### config.mk
export PLATFORM = sky130hd
export DESIGN_NAME = lpc_target
export DESIGN_NICKNAME = d
export VERILOG_FILES = /design/src/rtl/lpc_pkg.sv /design/src/rtl/lpc_nibble_shift.sv /design/src/rtl/lpc_target.sv
export SDC_FILE = /design/constraint.sdc
export NUM_CORES = 1
export LEC_CHECK = 0
export CAP_MARGIN = 0
export CELL_PAD_IN_SITES_DETAIL_PLACEMENT = 0
export CELL_PAD_IN_SITES_GLOBAL_PLACEMENT = 2
export CORE_MARGIN = 3
export CORE_UTILIZATION = 35
export DETAILED_ROUTE_END_ITERATION = 6
export HOLD_SLACK_MARGIN = 0.06
export MAX_ROUTING_LAYER = met4
export PLACE_DENSITY = 0.78
export SLEW_MARGIN = 20
export SYNTH_ARGS = -nofsm -noshare
export SYNTH_HDL_FRONTEND = slang
export SYNTH_SLANG_ARGS = --single-unit
### constraint.sdc
create_clock -name lclk -period 6.3 [get_ports lclk]
set_clock_uncertainty 0.2 [all_clocks]
set_input_delay 1.26 -clock lclk [delete_from_list [all_inputs] [get_ports lclk]]
set_output_delay 1.26 -clock lclk [all_outputs]
set_load 0.1 [all_outputs]
### src/rtl/lpc_pkg.sv
// Shared LPC definitions used by both the host-side initiator and the target.
// Cycle types, SYNC/START/TAR nibble codes, target states and decode helper.
package lpc_pkg;

  typedef enum logic [1:0] {
    CT_IO  = 2'b00,
    CT_MEM = 2'b01,
    CT_DMA = 2'b10
  } cyc_type_e;

  localparam logic [3:0] LAD_START  = 4'b0000;
  localparam logic [3:0] LAD_TAR    = 4'b1111;
  localparam logic [3:0] SYNC_READY = 4'b0000;
  localparam logic [3:0] SYNC_SWAIT = 4'b0101;
  localparam logic [3:0] SYNC_LWAIT = 4'b0110;
  localparam logic [3:0] SYNC_ERROR = 4'b1010;

  typedef enum logic [3:0] {
    ST_IDLE,
    ST_CTDIR,
    ST_ADDR,
    ST_WDATA,
    ST_HTAR,
    ST_SYNC,
    ST_RDATA,
    ST_TTAR,
    ST_IGNORE
  } tgt_state_e;

  function automatic logic addr_hit(
    input logic [31:0] addr,
    input logic [31:0] base,
    input logic [31:0] mask
  );
    return (addr & mask) == base;
  endfunction

endpackage

### src/rtl/lpc_nibble_shift.sv
// Nibble capture register: shifts LAD nibbles in at the bottom, MSB first.
// nxt exposes the value including the nibble being sampled this edge.
module lpc_nibble_shift (
  input  logic        clk,
  input  logic        rst,
  input  logic        clr,
  input  logic        shift,
  input  logic [3:0]  nib,
  output logic [31:0] nxt,
  output logic [2:0]  cnt
);

  logic [27:0] q;

  assign nxt = {q, nib};

  always_ff @(posedge clk or posedge rst) begin
    if (rst) begin
      q   <= '0;
      cnt <= '0;
    end else if (clr) begin
      q   <= '0;
      cnt <= '0;
    end else if (shift) begin
      q   <= nxt[27:0];
      cnt <= cnt + 3'd1;
    end
  end

endmodule

### src/rtl/lpc_target.sv
// LPC memory-cycle target bridging single-byte reads/writes to a req/ack port.
// Define LPC_TARGET_SYNC_ERR_EN to time out long-wait SYNC with an error code.
module lpc_target
  import lpc_pkg::*;
#(
  parameter logic [31:0] BASE_ADDR = 32'hFF00_0000,
  parameter logic [31:0] ADDR_MASK = 32'hFF00_0000
`ifdef LPC_TARGET_SYNC_ERR_EN
  ,
  parameter int WAIT_MAX = 16
`endif
) (
  input  logic        lclk,
  input  logic        lreset,
  input  logic [3:0]  lad_in,
  output logic [3:0]  lad_out,
  output logic        lad_oe,
  input  logic        lframe,
  output logic        mem_req,
  output logic        mem_we,
  output logic [31:0] mem_addr,
  output logic [7:0]  mem_wdata,
  input  logic [7:0]  mem_rdata,
  input  logic        mem_ack
);

  tgt_state_e state, state_n;

  logic        dir_q, dir_n;
  logic        htar_q, rd_q;
  logic [31:0] addr_cap;
  logic [7:0]  rdata_q;
  logic        ack_flag, discard, launch_q;
  logic [31:0] pend_addr;
  logic        pend_we;
  logic [7:0]  pend_wdata;

  logic        oe_n;
  logic [3:0]  out_n;
  logic        sh_clr, sh_shift, cap_addr;
  logic [31:0] sh_nxt;
  logic [2:0]  sh_cnt;
  logic        launch_now, launch_we;
  logic [31:0] launch_addr;
  logic [7:0]  launch_wdata;
  logic        err_now, wait_hit, ready_now;

  lpc_nibble_shift u_shift (
    .clk   (lclk),
    .rst   (lreset),
    .clr   (sh_clr),
    .shift (sh_shift),
    .nib   (lad_in),
    .nxt   (sh_nxt),
    .cnt   (sh_cnt)
  );

  // An ack for a discarded request must never look like ours.
  assign ready_now = ack_flag | (mem_req & mem_ack & ~discard);

`ifdef LPC_TARGET_SYNC_ERR_EN
  localparam int WW = $clog2(WAIT_MAX + 1);
  logic [WW-1:0] wait_cnt;

  always_ff @(posedge lclk or posedge lreset) begin
    if (lreset) begin
      wait_cnt <= '0;
    end else if (state != ST_SYNC) begin
      wait_cnt <= WW'(1);
    end else if (out_n == SYNC_LWAIT) begin
      wait_cnt <= wait_cnt + WW'(1);
    end
  end

  assign wait_hit = (wait_cnt == WW'(WAIT_MAX));
`else
  assign wait_hit = 1'b0;
`endif

  always_comb begin
    state_n      = state;
    dir_n        = dir_q;
    oe_n         = 1'b0;
    out_n        = LAD_TAR;
    sh_clr       = 1'b0;
    sh_shift     = 1'b0;
    cap_addr     = 1'b0;
    launch_now   = 1'b0;
    launch_we    = 1'b0;
    launch_addr  = sh_nxt;
    launch_wdata = 8'h00;
    err_now      = 1'b0;
    if (!lframe) begin
      state_n = (lad_in == LAD_START) ? ST_CTDIR : ST_IDLE;
      sh_clr  = 1'b1;
    end else begin
      unique case (state)
        ST_CTDIR: begin
          if (lad_in[3:2] == CT_MEM) begin
            state_n = ST_ADDR;
            dir_n   = lad_in[1];
          end else begin
            state_n = ST_IGNORE;
          end
        end
        ST_ADDR: begin
          sh_shift = 1'b1;
          if (sh_cnt == 3'd7) begin
            cap_addr = 1'b1;
            if (!addr_hit(sh_nxt, BASE_ADDR, ADDR_MASK)) begin
              state_n = ST_IGNORE;
            end else if (dir_q) begin
              state_n = ST_WDATA;
            end else begin
              state_n    = ST_HTAR;
              launch_now = 1'b1;
            end
          end
        end
        ST_WDATA: begin
          sh_shift = 1'b1;
          if (sh_cnt == 3'd1) begin
            state_n      = ST_HTAR;
            launch_now   = 1'b1;
            launch_we    = 1'b1;
            launch_addr  = addr_cap;
            launch_wdata = {sh_nxt[3:0], sh_nxt[7:4]};
          end
        end
        ST_HTAR: begin
          if (htar_q) begin
            state_n = ST_SYNC;
            oe_n    = 1'b1;
            out_n   = ready_now ? SYNC_READY : SYNC_LWAIT;
          end
        end
        ST_SYNC: begin
          oe_n = 1'b1;
          if (lad_out == SYNC_READY) begin
            state_n = dir_q ? ST_TTAR : ST_RDATA;
            out_n   = dir_q ? LAD_TAR : rdata_q[3:0];
          end else if (lad_out == SYNC_ERROR) begin
            state_n = ST_TTAR;
          end else if (ready_now) begin
            out_n = SYNC_READY;
          end else if (wait_hit) begin
            out_n   = SYNC_ERROR;
            err_now = 1'b1;
          end else begin
            out_n = SYNC_LWAIT;
          end
        end
        ST_RDATA: begin
          oe_n = 1'b1;
          if (!rd_q) begin
            out_n = rdata_q[7:4];
          end else begin
            state_n = ST_TTAR;
          end
        end
        ST_TTAR: state_n = ST_IDLE;
        default: ;
      endcase
    end
  end

  always_ff @(posedge lclk or posedge lreset) begin
    if (lreset) begin
      state    <= ST_IDLE;
      lad_oe   <= 1'b0;
      lad_out  <= LAD_TAR;
      dir_q    <= 1'b0;
      htar_q   <= 1'b0;
      rd_q     <= 1'b0;
      addr_cap <= '0;
    end else begin
      state   <= state_n;
      lad_oe  <= oe_n;
      lad_out <= out_n;
      dir_q   <= dir_n;
      htar_q  <= (state == ST_HTAR) && lframe && !htar_q;
      rd_q    <= (state == ST_RDATA) && lframe && !rd_q;
      if (cap_addr) addr_cap <= sh_nxt;
    end
  end

  // A new request waits in pend_* while an abandoned one is still out.
  always_ff @(posedge lclk or posedge lreset) begin
    if (lreset) begin
      mem_req    <= 1'b0;
      mem_we     <= 1'b0;
      mem_addr   <= '0;
      mem_wdata  <= '0;
      rdata_q    <= '0;
      ack_flag   <= 1'b0;
      discard    <= 1'b0;
      launch_q   <= 1'b0;
      pend_addr  <= '0;
      pend_we    <= 1'b0;
      pend_wdata <= '0;
    end else begin
      if (mem_req && mem_ack) begin
        mem_req <= 1'b0;
        discard <= 1'b0;
        if (!discard) begin
          ack_flag <= 1'b1;
          rdata_q  <= mem_rdata;
        end
      end else if (mem_req && (!lframe || err_now)) begin
        discard <= 1'b1;
      end
      if (launch_now) begin
        ack_flag <= 1'b0;
        if (!mem_req) begin
          mem_req   <= 1'b1;
          mem_we    <= launch_we;
          mem_addr  <= launch_addr;
          mem_wdata <= launch_wdata;
        end else begin
          launch_q   <= 1'b1;
          pend_addr  <= launch_addr;
          pend_we    <= launch_we;
          pend_wdata <= launch_wdata;
        end
      end else if (launch_q && !mem_req) begin
        mem_req   <= 1'b1;
        mem_we    <= pend_we;
        mem_addr  <= pend_addr;
        mem_wdata <= pend_wdata;
        launch_q  <= 1'b0;
        ack_flag  <= 1'b0;
      end
      if (!lframe || err_now) launch_q <= 1'b0;
    end
  end

endmodule

==> flow_results.xml, run 1 <==
<?xml version="1.0" encoding="UTF-8"?>
<metrics>
  <group name="floorplanning">
    <metric name="dieWidth" unit="um">154</metric>
    <metric name="design.die.area" unit="um^2">23600</metric>
    <metric name="fp.coreArea" unit="um^2">21200</metric>
    <metric name="design.portCount" unit="">63</metric>
    <metric name="std_cell_rows" unit="">53</metric>
    <metric name="fp.dieH" unit="um">154</metric>
    <metric name="start_util" unit="%">35.9</metric>
  </group>
  <group name="routing">
    <metric name="drt_wl_total" unit="um">17900</metric>
    <metric name="number_of_optimization_iterations_in_the_first_detailed_route_pass" unit="">5</metric>
    <metric name="post_drt_via_cell_ratio" unit="">5.23</metric>
    <metric name="post-route-drc-count" unit="">0</metric>
    <metric name="drt-wirelength-per-cell" unit="um">17.6</metric>
    <metric name="detail_route.iter0.violations" unit="">337</metric>
    <metric name="num_vias" unit="">5302</metric>
    <metric name="antenna_violating_nets_post_route" unit="">0</metric>
  </group>
  <group name="final_layout">
    <metric name="post_route_cells_drive_above_1_share" unit="%">16.5</metric>
    <metric name="fin_nets" unit="">745</metric>
    <metric name="utilization" unit="%">42.6</metric>
    <metric name="antenna-diode-count" unit="">0</metric>
    <metric name="synthToLayoutAreaGrowth" unit="%">18.6</metric>
  </group>
  <group name="critical_path">
    <metric name="cp.required" unit="ns">4.84</metric>
    <metric name="max_stage_delay" unit="ns">1.26</metric>
    <metric name="startpoint_type" unit="">flip-flop</metric>
    <metric name="register_to_register_setup_slack" unit="ns">3.17</metric>
    <metric name="endpoint_kind" unit="">output port</metric>
    <metric name="worstPathArrival" unit="ns">2.55</metric>
    <metric name="critical_path.slowest_cell" unit="">sky130_fd_sc_hd__clkdlybuf4s50_1</metric>
    <metric name="worst-r2r-cell-count" unit="">8</metric>
    <metric name="critPathMaxFanout" unit="">50</metric>
    <metric name="critical_path_class" unit="">reg -&gt; out</metric>
    <metric name="path_depth" unit="">1</metric>
    <metric name="critical_path.n_buffers_inverters" unit="">1</metric>
    <metric name="worstPathCellList" unit="">clkdlybuf4s50_1</metric>
    <metric name="critical_path.top_delay_family" unit="">buffers and inverters</metric>
  </group>
  <group name="clocking">
    <metric name="clock_tree.buffer_depth" unit="">2</metric>
    <metric name="cts_tree" unit="">done</metric>
    <metric name="worst_setup_hold_path_clk_slew" unit="ns">0.06</metric>
    <metric name="clkSinkCount" unit="">169</metric>
    <metric name="cts_hold_buf" unit="">0</metric>
    <metric name="post_cts_setup_repair_buffer_count" unit="">0</metric>
    <metric name="ctsRootBufferMaster" unit="">sky130_fd_sc_hd__clkbuf_16</metric>
    <metric name="cts-buffers-inserted" unit="">17</metric>
    <metric name="htreeDepth" unit="">4</metric>
    <metric name="resize_count_post_cts" unit="">0</metric>
    <metric name="clk_latency" unit="ns">0.42</metric>
  </group>
  <group name="timing">
    <metric name="min_clock_period_post_route" unit="ns">4.01</metric>
    <metric name="setup_total_negative_slack" unit="ns">0</metric>
    <metric name="max-slew-margin-rel" unit="%">28.4</metric>
    <metric name="fmaxAchievable" unit="GHz">0.249</metric>
    <metric name="timing.final.max_slew_violations" unit="">0</metric>
    <metric name="setup_viol" unit="">0</metric>
    <metric name="timing.final.crit_share" unit="%">63.7</metric>
    <metric name="fin_hold_ws" unit="ns">0.277</metric>
    <metric name="finalWorstSetupSlack" unit="ns">2.29</metric>
    <metric name="worstMarginPinSlew" unit="ns">1.07</metric>
    <metric name="grt_setup_unrepaired" unit="">false</metric>
    <metric name="hold_violations" unit="">0</metric>
  </group>
  <group name="synthesis">
    <metric name="synth_top_area_share" unit="%">54.2</metric>
    <metric name="netlist-cell-type-count" unit="">63</metric>
    <metric name="synth_top_flop_cell" unit="">sky130_fd_sc_hd__dfrtp_1</metric>
    <metric name="synthArstFlopShare" unit="%">100</metric>
    <metric name="synthDominantAreaCellType" unit="">sky130_fd_sc_hd__dfrtp_1</metric>
    <metric name="synth.yosys.seq_area_share" unit="%">55.6</metric>
    <metric name="synth-warning-count" unit="">0</metric>
    <metric name="synthesis.area" unit="um^2">7620</metric>
    <metric name="synth.top_cells.by_count" unit="">165 x sky130_fd_sc_hd__dfrtp_1, 119 x sky130_fd_sc_hd__nand2_1, 51 x sky130_fd_sc_hd__a21oi_1</metric>
    <metric name="synth-edff-count" unit="">0</metric>
    <metric name="synthMostInstantiatedCell" unit="">sky130_fd_sc_hd__dfrtp_1</metric>
    <metric name="syn_nets" unit="">703</metric>
    <metric name="synthCells" unit="">684</metric>
    <metric name="yosys-top-cells-area" unit="">sky130_fd_sc_hd__dfrtp_1 54%, sky130_fd_sc_hd__nand2_1 5.9%, sky130_fd_sc_hd__mux2_2 5.6%, sky130_fd_sc_hd__mux2i_1 4.2%, sky130_fd_sc_hd__a2bb2oi_2 3.7%</metric>
    <metric name="synth_area_per_cell" unit="um^2">11.1</metric>
    <metric name="synth_seq_cells" unit="">169</metric>
  </group>
  <group name="pwr">
    <metric name="internal-power" unit="W">0.00233</metric>
    <metric name="net-switching-power" unit="W">0.00176</metric>
    <metric name="comb_power_share" unit="%">37.5</metric>
    <metric name="power_frac_seq" unit="%">35.2</metric>
    <metric name="share_clk_of_total_power" unit="%">27.3</metric>
    <metric name="ir_drop" unit="mV">0.182</metric>
    <metric name="post-layout-total-power" unit="W">0.00409</metric>
    <metric name="p_sw_share" unit="%">43.0</metric>
    <metric name="static_power_due_to_leakage" unit="nW">3.94</metric>
    <metric name="pwr_density_cell" unit="nW/um^2">452</metric>
  </group>
  <group name="placement">
    <metric name="gpl.final_weighted_congestion" unit="">0.779</metric>
    <metric name="dpl_worst_slack" unit="ns">1.97</metric>
    <metric name="total_half_perimeter_wirelength_after_legalization_and_detailed_placement" unit="um">11300</metric>
    <metric name="buffer_ports.inserted" unit="">62</metric>
  </group>
  <group name="global_route">
    <metric name="number_of_global_route_vias_before_repair" unit="">5478</metric>
    <metric name="globalRoute.totalOverflow" unit="">0</metric>
    <metric name="groute.usage.overall" unit="%">16.2</metric>
    <metric name="grt_start_max_net_pins" unit="">103</metric>
    <metric name="wire_length_of_the_first_global_routing_pass" unit="um">29800</metric>
    <metric name="initial_antenna_violation_count" unit="">0</metric>
  </group>
  <group name="hold_path">
    <metric name="worstHoldPathCells" unit="">2</metric>
    <metric name="holdCritPathClass" unit="">reg -&gt; reg</metric>
  </group>
  <group name="outcome">
    <metric name="result_of_the_run" unit="">completed</metric>
  </group>
  <group name="flow_run">
    <metric name="max-cap-violations" unit="">0</metric>
  </group>
</metrics>
-- registers in the layout, indices dropped and copies added (netlist names), 3 cells and up --
signal	cells
addr_cap	32
rdata_q	8
u_shift.q	28
u_shift.cnt	3
pend_wdata	8
mem_wdata	8
pend_addr	32
state	4
mem_addr	32
lad_out	4
-- logic make-up after synthesis --
group / Yosys count / share of synthesized area [%]
DFF: 169 / 55.6
buffers and inverters: 59 / 4.35
AOI/OAI and AO/OA: 183 / 17.8
xor gates and xnor gates: 2 / 0.230
adders and majority gates: 3 / 0.493
and+or+nand+nor: 194 / 11.1
muxes: 74 / 10.4
-- worst paths after layout --
check,startpoint,end
hold / removal,pend_addr[24],pend_addr[24]
hold reg to reg,pend_addr[24],pend_addr[24]
min in group asynchronous,lreset,mem_wdata[1]
setup reg to reg,u_shift.cnt[0],mem_addr[25]
setup / recovery,mem_req,mem_req
max in group asynchronous,lreset,u_shift.q[2]
-- per-layer routing --
layer / up-vias / GRT usage [%] / share of wire, %
met5: - / - / 0
met4: 0 / 4.84 / 0.94
met3: 12 / 2.65 / 2.9
met2: 73 / 26.6 / 50
met1: 2706 / 20.7 / 46
li1: 2511 / - / -
-- layout by cell type (no fill, tap or decap), types with 3 or more instances in the layout --
master                            instances
sky130_fd_sc_hd__dfrtp_1                164
sky130_fd_sc_hd__nand2_1                119
sky130_fd_sc_hd__clkdlybuf4s50_1         62
sky130_fd_sc_hd__a21oi_1                 51
sky130_fd_sc_hd__o21ai_0                 46
sky130_fd_sc_hd__mux2_2                  38
sky130_fd_sc_hd__nor2_1                  37
sky130_fd_sc_hd__mux2i_1                 32
sky130_fd_sc_hd__o22a_1                  24
sky130_fd_sc_hd__a2bb2oi_2               19
sky130_fd_sc_hd__clkbuf_16               17
sky130_fd_sc_hd__buf_4                   11
sky130_fd_sc_hd__o31ai_2                  7
sky130_fd_sc_hd__inv_1                    6
sky130_fd_sc_hd__a31oi_1                  6
sky130_fd_sc_hd__nand3_1                  6
sky130_fd_sc_hd__o221ai_1                 5
sky130_fd_sc_hd__a2bb2oi_1                5
sky130_fd_sc_hd__mux2_1                   4
sky130_fd_sc_hd__nor2b_1                  4
sky130_fd_sc_hd__nand4_1                  4
sky130_fd_sc_hd__nor3_1                   4
sky130_fd_sc_hd__inv_6                    4
sky130_fd_sc_hd__clkinv_2                 4
sky130_fd_sc_hd__bufinv_16                4
sky130_fd_sc_hd__dfstp_2                  4
sky130_fd_sc_hd__and3_1                   3
sky130_fd_sc_hd__or3_1                    3
sky130_fd_sc_hd__ha_1                     3
sky130_fd_sc_hd__clkinv_4                 3
-- metrics by stage --
| step | std cells | area (um^2) |
|---|---|---|
| 5_1_grt | 1014 | 9040 |
| 6_report | 1014 | 9040 |
| 3_3_place_gp | 981 | 8390 |
| 2_1_floorplan | 684 | 7620 |
| 3_5_place_dp | 981 | 8390 |
| 4_1_cts | 1013 | 9020 |
-- power groups by stage --
stage	Clock (W)	Combinational [W]	Sequential, W
floorplan	0	0.000353	0.00227
global placement	0	0.00154	0.00145
detailed placement	0	0.00154	0.00146
CTS	0.00114	0.00155	0.00144
global route	0.00119	0.00160	0.00147
finish	0.00112	0.00153	0.00144
-- final cells by class --
type                    instances  area, um^2
clock buffers                  18         439
flip-flops and latches        169        4240
clock inverters                14         193
well taps                     275         344
inverters                       8        35.0
fillers                      2018       12200
multi-input cells             456        3070
repair buffers                 74         718
Power figures use the tool's default switching activity.
==> inputs of run 2 (changes only) <==
Settings changed: CORE_UTILIZATION 35 to 39, PLACE_DENSITY 0.78 to 0.82.
Clock period 6.3 ns to 3.8 ns, I/O delays scaled along.
==> flow_results.xml, run 2 (synthesized netlist as in run 1, its figures left out) <==
<?xml version="1.0" encoding="UTF-8"?>
<metrics>
  <group name="outcome">
    <metric name="result_of_the_run" unit="">completed</metric>
  </group>
  <group name="timing">
    <metric name="worstMarginPinSlew" unit="ns">0.985</metric>
    <metric name="setup_total_negative_slack" unit="ns">0</metric>
    <metric name="hold_violations" unit="">0</metric>
    <metric name="timing.final.crit_share" unit="%">81.0</metric>
    <metric name="grt_setup_unrepaired" unit="">false</metric>
    <metric name="fmaxAchievable" unit="GHz">0.325</metric>
    <metric name="min_clock_period_post_route" unit="ns">3.08</metric>
    <metric name="max-slew-margin-rel" unit="%">34.1</metric>
    <metric name="timing.final.max_slew_violations" unit="">0</metric>
    <metric name="setup_viol" unit="">0</metric>
  </group>
  <group name="placement">
    <metric name="gpl.final_weighted_congestion" unit="">0.844</metric>
    <metric name="dp_cells" unit="">970</metric>
    <metric name="total_half_perimeter_wirelength_after_legalization_and_detailed_placement" unit="um">11300</metric>
    <metric name="buffer_ports.inserted" unit="">62</metric>
    <metric name="detailed_place.area" unit="um^2">8450</metric>
  </group>
  <group name="routing">
    <metric name="topRoutingLayerUsed" unit="">met4</metric>
    <metric name="drt-wirelength-per-cell" unit="um">17.4</metric>
    <metric name="num_vias" unit="">5315</metric>
    <metric name="antenna_violating_nets_post_route" unit="">0</metric>
    <metric name="drt_wl_total" unit="um">17500</metric>
    <metric name="dr_wl_met2" unit="um">8810</metric>
    <metric name="post-route-drc-count" unit="">0</metric>
    <metric name="post_drt_via_cell_ratio" unit="">5.30</metric>
    <metric name="number_of_optimization_iterations_in_the_first_detailed_route_pass" unit="">5</metric>
    <metric name="route.met3.wl" unit="um">598</metric>
    <metric name="metal1_wirelength" unit="um">7900</metric>
    <metric name="detail_route.iter0.violations" unit="">313</metric>
  </group>
  <group name="clocking">
    <metric name="ctsRootBufferMaster" unit="">sky130_fd_sc_hd__clkbuf_16</metric>
    <metric name="clkSinkCount" unit="">169</metric>
    <metric name="cts_hold_buf" unit="">0</metric>
    <metric name="resize_count_post_cts" unit="">0</metric>
    <metric name="worst_setup_hold_path_clk_slew" unit="ns">0.06</metric>
    <metric name="cts_tree" unit="">done</metric>
    <metric name="htreeDepth" unit="">4</metric>
    <metric name="clock_tree.buffer_depth" unit="">2</metric>
    <metric name="cts-buffers-inserted" unit="">17</metric>
    <metric name="clk_latency" unit="ns">0.43</metric>
    <metric name="post_cts_setup_repair_buffer_count" unit="">0</metric>
  </group>
  <group name="critical_path">
    <metric name="critical_path_class" unit="">in -&gt; reg</metric>
    <metric name="register_to_register_setup_slack" unit="ns">1.05</metric>
    <metric name="timing.critical_path.from" unit="">lframe</metric>
    <metric name="endpoint_kind" unit="">flip-flop</metric>
    <metric name="cp.required" unit="ns">3.90</metric>
    <metric name="worstSetupEndpoint" unit="">mem_we</metric>
    <metric name="critPathMaxFanout" unit="">21</metric>
    <metric name="worst-r2r-cell-count" unit="">8</metric>
    <metric name="worstPathArrival" unit="ns">3.18</metric>
    <metric name="timing.rr.end" unit="">pend_addr[19]</metric>
    <metric name="startpoint_type" unit="">input pin</metric>
    <metric name="timing.rr.start" unit="">u_shift.cnt[0]</metric>
  </group>
  <group name="final_layout">
    <metric name="mostFrequentLayoutCell" unit="">sky130_fd_sc_hd__dfrtp_1</metric>
    <metric name="final-instance-count-excl-fill" unit="">1002</metric>
    <metric name="synthToLayoutAreaGrowth" unit="%">19.1</metric>
    <metric name="layout.cells.most_common_list" unit="">164 x sky130_fd_sc_hd__dfrtp_1, 119 x sky130_fd_sc_hd__nand2_1, 57 x sky130_fd_sc_hd__clkdlybuf4s50_1</metric>
    <metric name="post_route_cells_drive_above_1_share" unit="%">17.4</metric>
    <metric name="antenna-diode-count" unit="">0</metric>
    <metric name="biggestRegsByFlops" unit="">addr_cap: 32 flops, mem_addr: 32 flops, pend_addr: 32 flops</metric>
    <metric name="finish.instance_area" unit="um^2">9080</metric>
    <metric name="fin_nets" unit="">748</metric>
    <metric name="utilization" unit="%">47.9</metric>
  </group>
  <group name="flow_run">
    <metric name="max-cap-violations" unit="">0</metric>
  </group>
  <group name="floorplanning">
    <metric name="design.portCount" unit="">63</metric>
    <metric name="fp.dieH" unit="um">146</metric>
    <metric name="std_cell_rows" unit="">50</metric>
    <metric name="dieWidth" unit="um">146</metric>
    <metric name="start_util" unit="%">40.2</metric>
    <metric name="design.die.area" unit="um^2">21300</metric>
    <metric name="fp.coreArea" unit="um^2">19000</metric>
  </group>
  <group name="hold_path">
    <metric name="worstHoldStart" unit="">pend_wdata[2]</metric>
    <metric name="holdCritPathClass" unit="">reg -&gt; reg</metric>
  </group>
  <group name="global_route">
    <metric name="groute.usage.overall" unit="%">17.8</metric>
    <metric name="initial_antenna_violation_count" unit="">0</metric>
    <metric name="number_of_global_route_vias_before_repair" unit="">5606</metric>
    <metric name="globalRoute.totalOverflow" unit="">0</metric>
    <metric name="wire_length_of_the_first_global_routing_pass" unit="um">29800</metric>
    <metric name="grt_start_max_net_pins" unit="">72</metric>
  </group>
  <group name="pwr">
    <metric name="static_power_due_to_leakage" unit="nW">3.97</metric>
    <metric name="post-layout-total-power" unit="W">0.00675</metric>
    <metric name="ir_drop" unit="mV">0.409</metric>
    <metric name="pwr_density_cell" unit="nW/um^2">743</metric>
  </group>
</metrics>
run 2: changes by cell type in the layout (fill, tap and decap cells not counted), sizes merged:
cell | before | now
clkbuf | 18 | 20
clkinv | 8 | 7
buf | 12 | 20
clkinvlp | 0 | 3
inv | 10 | 6
clkdlybuf4s50 | 62 | 57
run 2: final cells by class:
type / count / area [um^2]
fillers: 1720 / 9880
flip-flops and latches: 169 / 4240
multi-input cells: 456 / 3070
repair buffers: 77 / 783
clock buffers: 20 / 457
well taps: 260 / 325
clock inverters: 12 / 173
inverters: 8 / 33.8
run 2: worst min path at each step:
stage	endpoint	slack, ns	cells past startpoint
floorplan	pend_wdata[0]	0.24	2
global placement	pend_wdata[3]	0.25	2
detailed placement	pend_wdata[2]	0.26	2
CTS	pend_wdata[2]	0.27	2
global route	addr_cap[22]	0.30	1
finish	pend_wdata[2]	0.28	2
run 2: routing by layer:
metal  up-vias  global-route usage [%]
li1       2520                       -
met1      2698                    22.7
met2        89                    29.0
met3         8                    2.93
met4         0                    6.08
met5         -                       -
run 2: through the flow:
step | setup slack (ns) | hold WS [ns]
3_3_place_gp | 0.323 | 0.253
2_1_floorplan | 0.689 | 0.241
3_5_place_dp | 0.285 | 0.259
5_1_grt | 0.582 | 0.304
4_1_cts | 0.736 | 0.275
6_report | 0.724 | 0.278
run 2: power by group:
group          internal (W)  leakage [nW]  switching, W
sequential          0.00210          2.27      0.000241
combinational      0.000639          1.40       0.00193
clock               0.00113         0.306      0.000707
run 2: worst max-delay path, cell delays in order:
cell and delay, ns:
sky130_fd_sc_hd__clkdlybuf4s50_1 0.63, sky130_fd_sc_hd__nor3b_2 0.35, sky130_fd_sc_hd__and4_2 0.42, sky130_fd_sc_hd__buf_4 0.32
sky130_fd_sc_hd__nor2_1 0.23, sky130_fd_sc_hd__o21a_1 0.17, sky130_fd_sc_hd__o32a_1 0.28
==> inputs of run 3 (changes only) <==
Settings changed: CORE_UTILIZATION 39 to 35, PLACE_DENSITY 0.82 to 0.78.
Clock period 3.8 ns to 2.5 ns, I/O delays scaled along.
==> flow_results.xml, run 3 (synthesized netlist as in run 1, its figures left out) <==
<?xml version="1.0" encoding="UTF-8"?>
<metrics>
  <group name="outcome">
    <metric name="result_of_the_run" unit="">finished, violations left</metric>
    <metric name="violated_checks" unit="">setup timing</metric>
  </group>
  <group name="critical_path">
    <metric name="timing.critical_path.from" unit="">u_shift.cnt[0]</metric>
    <metric name="startpoint_type" unit="">flip-flop</metric>
    <metric name="worst-r2r-cell-count" unit="">9</metric>
    <metric name="timing.rr.start" unit="">u_shift.cnt[0]</metric>
    <metric name="worstPathArrival" unit="ns">2.64</metric>
    <metric name="register_to_register_setup_slack" unit="ns">-0.03</metric>
    <metric name="timing.rr.end" unit="">pend_wdata[7]</metric>
    <metric name="critical_path_class" unit="">reg -&gt; reg</metric>
    <metric name="endpoint_kind" unit="">flip-flop</metric>
    <metric name="max_stage_delay" unit="ns">0.53</metric>
    <metric name="critical_path.slowest_cell" unit="">sky130_fd_sc_hd__or4bb_4</metric>
    <metric name="worstPathCellList" unit="">ha_2, ha_4, or4bb_4, nor4_4, buf_4, buf_6, o21ai_4, buf_12, a32o_1</metric>
    <metric name="cp.required" unit="ns">2.61</metric>
    <metric name="critPathMaxFanout" unit="">10</metric>
    <metric name="worstSetupEndpoint" unit="">pend_wdata[7]</metric>
  </group>
  <group name="final_layout">
    <metric name="post_route_cells_drive_above_1_share" unit="%">34.8</metric>
    <metric name="synthToLayoutAreaGrowth" unit="%">30.9</metric>
    <metric name="fin_nets" unit="">808</metric>
    <metric name="antenna-diode-count" unit="">0</metric>
    <metric name="biggestRegsByFlops" unit="">addr_cap: 32 flops, mem_addr: 32 flops, pend_addr: 32 flops</metric>
    <metric name="layout.cells.most_common_list" unit="">164 x sky130_fd_sc_hd__dfrtp_1, 103 x sky130_fd_sc_hd__nand2_1, 91 x sky130_fd_sc_hd__buf_4</metric>
    <metric name="mostFrequentLayoutCell" unit="">sky130_fd_sc_hd__dfrtp_1</metric>
    <metric name="multi_input_comb_area" unit="um^2">3320</metric>
    <metric name="utilization" unit="%">47.0</metric>
    <metric name="final.fill_count" unit="">1951</metric>
    <metric name="area.sequential" unit="um^2">4240</metric>
  </group>
  <group name="floorplanning">
    <metric name="design.portCount" unit="">63</metric>
    <metric name="std_cell_rows" unit="">53</metric>
    <metric name="design.die.area" unit="um^2">23600</metric>
    <metric name="dieWidth" unit="um">154</metric>
    <metric name="fp.dieH" unit="um">154</metric>
    <metric name="start_util" unit="%">35.9</metric>
    <metric name="fp.coreArea" unit="um^2">21200</metric>
  </group>
  <group name="pwr">
    <metric name="pwr_density_cell" unit="nW/um^2">1040</metric>
    <metric name="power_frac_seq" unit="%">34.2</metric>
    <metric name="ir_drop" unit="mV">0.553</metric>
    <metric name="share_clk_of_total_power" unit="%">26.5</metric>
    <metric name="comb_power_share" unit="%">39.3</metric>
    <metric name="static_power_due_to_leakage" unit="nW">4.46</metric>
    <metric name="post-layout-total-power" unit="W">0.0104</metric>
    <metric name="internal-power" unit="W">0.00588</metric>
    <metric name="p_sw_share" unit="%">43.4</metric>
    <metric name="net-switching-power" unit="W">0.00451</metric>
  </group>
  <group name="routing">
    <metric name="drt-wirelength-per-cell" unit="um">19.3</metric>
    <metric name="drt_wl_total" unit="um">20800</metric>
    <metric name="detail_route.iter0.violations" unit="">322</metric>
    <metric name="antenna_violating_nets_post_route" unit="">0</metric>
    <metric name="num_vias" unit="">5653</metric>
    <metric name="post_drt_via_cell_ratio" unit="">5.25</metric>
    <metric name="number_of_optimization_iterations_in_the_first_detailed_route_pass" unit="">5</metric>
    <metric name="post-route-drc-count" unit="">0</metric>
  </group>
  <group name="clocking">
    <metric name="clkSinkCount" unit="">169</metric>
    <metric name="clk_latency" unit="ns">0.43</metric>
    <metric name="worst_setup_hold_path_clk_slew" unit="ns">0.07</metric>
    <metric name="cts_hold_buf" unit="">0</metric>
    <metric name="htreeDepth" unit="">4</metric>
    <metric name="cts-buffers-inserted" unit="">17</metric>
    <metric name="cts_tree" unit="">done</metric>
    <metric name="clock_tree.buffer_depth" unit="">2</metric>
    <metric name="ctsRootBufferMaster" unit="">sky130_fd_sc_hd__clkbuf_16</metric>
  </group>
  <group name="hold_path">
    <metric name="holdCritPathClass" unit="">in -&gt; async</metric>
  </group>
  <group name="timing">
    <metric name="hold_violations" unit="">0</metric>
    <metric name="worstMarginPinSlew" unit="ns">0.569</metric>
    <metric name="min_clock_period_post_route" unit="ns">2.53</metric>
    <metric name="finalWorstSetupSlack" unit="ns">-0.0266</metric>
    <metric name="max-slew-margin-rel" unit="%">61.9</metric>
    <metric name="grt_setup_unrepaired" unit="">true</metric>
    <metric name="fin_hold_ws" unit="ns">0.205</metric>
    <metric name="fmaxAchievable" unit="GHz">0.396</metric>
    <metric name="setup_total_negative_slack" unit="ns">-0.0267</metric>
    <metric name="timing.final.max_slew_violations" unit="">0</metric>
    <metric name="setup_viol" unit="">2</metric>
    <metric name="timing.final.crit_share" unit="%">101</metric>
  </group>
  <group name="placement">
    <metric name="total_half_perimeter_wirelength_after_legalization_and_detailed_placement" unit="um">12500</metric>
    <metric name="gpl.final_weighted_congestion" unit="">0.872</metric>
    <metric name="buffer_ports.inserted" unit="">62</metric>
    <metric name="dpl_worst_slack" unit="ns">-0.412</metric>
  </group>
  <group name="global_route">
    <metric name="number_of_global_route_vias_before_repair" unit="">5745</metric>
    <metric name="grt_start_max_net_pins" unit="">55</metric>
    <metric name="wire_length_of_the_first_global_routing_pass" unit="um">31000</metric>
    <metric name="globalRoute.totalOverflow" unit="">0</metric>
    <metric name="groute.usage.overall" unit="%">16.8</metric>
    <metric name="initial_antenna_violation_count" unit="">0</metric>
  </group>
  <group name="flow_run">
    <metric name="max-cap-violations" unit="">0</metric>
  </group>
</metrics>
[run 3: layout make-up]
cell class	count	share of cell area (%)
Clock buffer	22	4.75
Clock inverter	10	1.43
Inverter	8	0.339
Multi-Input combinational cell	457	33.3
Sequential cell	169	42.4
Tap cell	275	3.45
Timing Repair Buffer	136	14.3
[run 3: worst min path at each step]
stage                  startpoint            end  cells past startpoint
floorplan           pend_wdata[0]  pend_wdata[0]                      2
global placement    pend_wdata[0]  pend_wdata[0]                      2
detailed placement  pend_wdata[1]  pend_wdata[1]                      2
CTS                        lreset   pend_addr[3]                      2
global route               lreset   pend_addr[3]                      2
finish                     lreset   u_shift.q[3]                      2
[run 3: through the flow]
stage | cells | cell area (um^2)
final | 1077 | 9980
after detailed placement | 1022 | 8730
after global placement | 1022 | 8730
after CTS | 1059 | 9440
after floorplan | 684 | 7620
after global routing | 1077 | 9980
[run 3: metal layers]
metal / part of all wire (%) / routed length, um / track usage, % / vias to the layer above
met2: 50 / 10300 / 26.9 / 100
met3: 3.0 / 618 / 2.62 / 18
li1: - / - / - / 2651
met5: 0 / 0 / - / -
met1: 46 / 9480 / 21.7 / 2884
met4: 1.6 / 329 / 6.22 / 0
[run 3: power groups by stage]
stage               logic [W]  registers [W]  clock network [W]
finish                0.00408        0.00355            0.00276
global placement      0.00402        0.00356                  0
CTS                   0.00406        0.00354            0.00280
detailed placement    0.00404        0.00359                  0
global route          0.00426        0.00361            0.00291
floorplan            0.000890        0.00572                  0
[run 3: what timing repair did]
action                     4_1_cts  5_1_grt
gates resized for setup         10       91
pin swaps                        0       27
buffers inserted                 4        3
gates cloned                     1       15
setup endpoints to repair       38       83
[run 3: worst max-delay path: cells and delay by family (launching register included)]
| family | cells | cell delay (ns) |
|---|---|---|
| DFF | 1 | 0.36 |
| adders and majority gates | 2 | 0.33 |
| and+or+nand+nor | 2 | 0.69 |
| buffers and inverters | 3 | 0.50 |
| AOI/OAI and AO/OA | 2 | 0.33 |
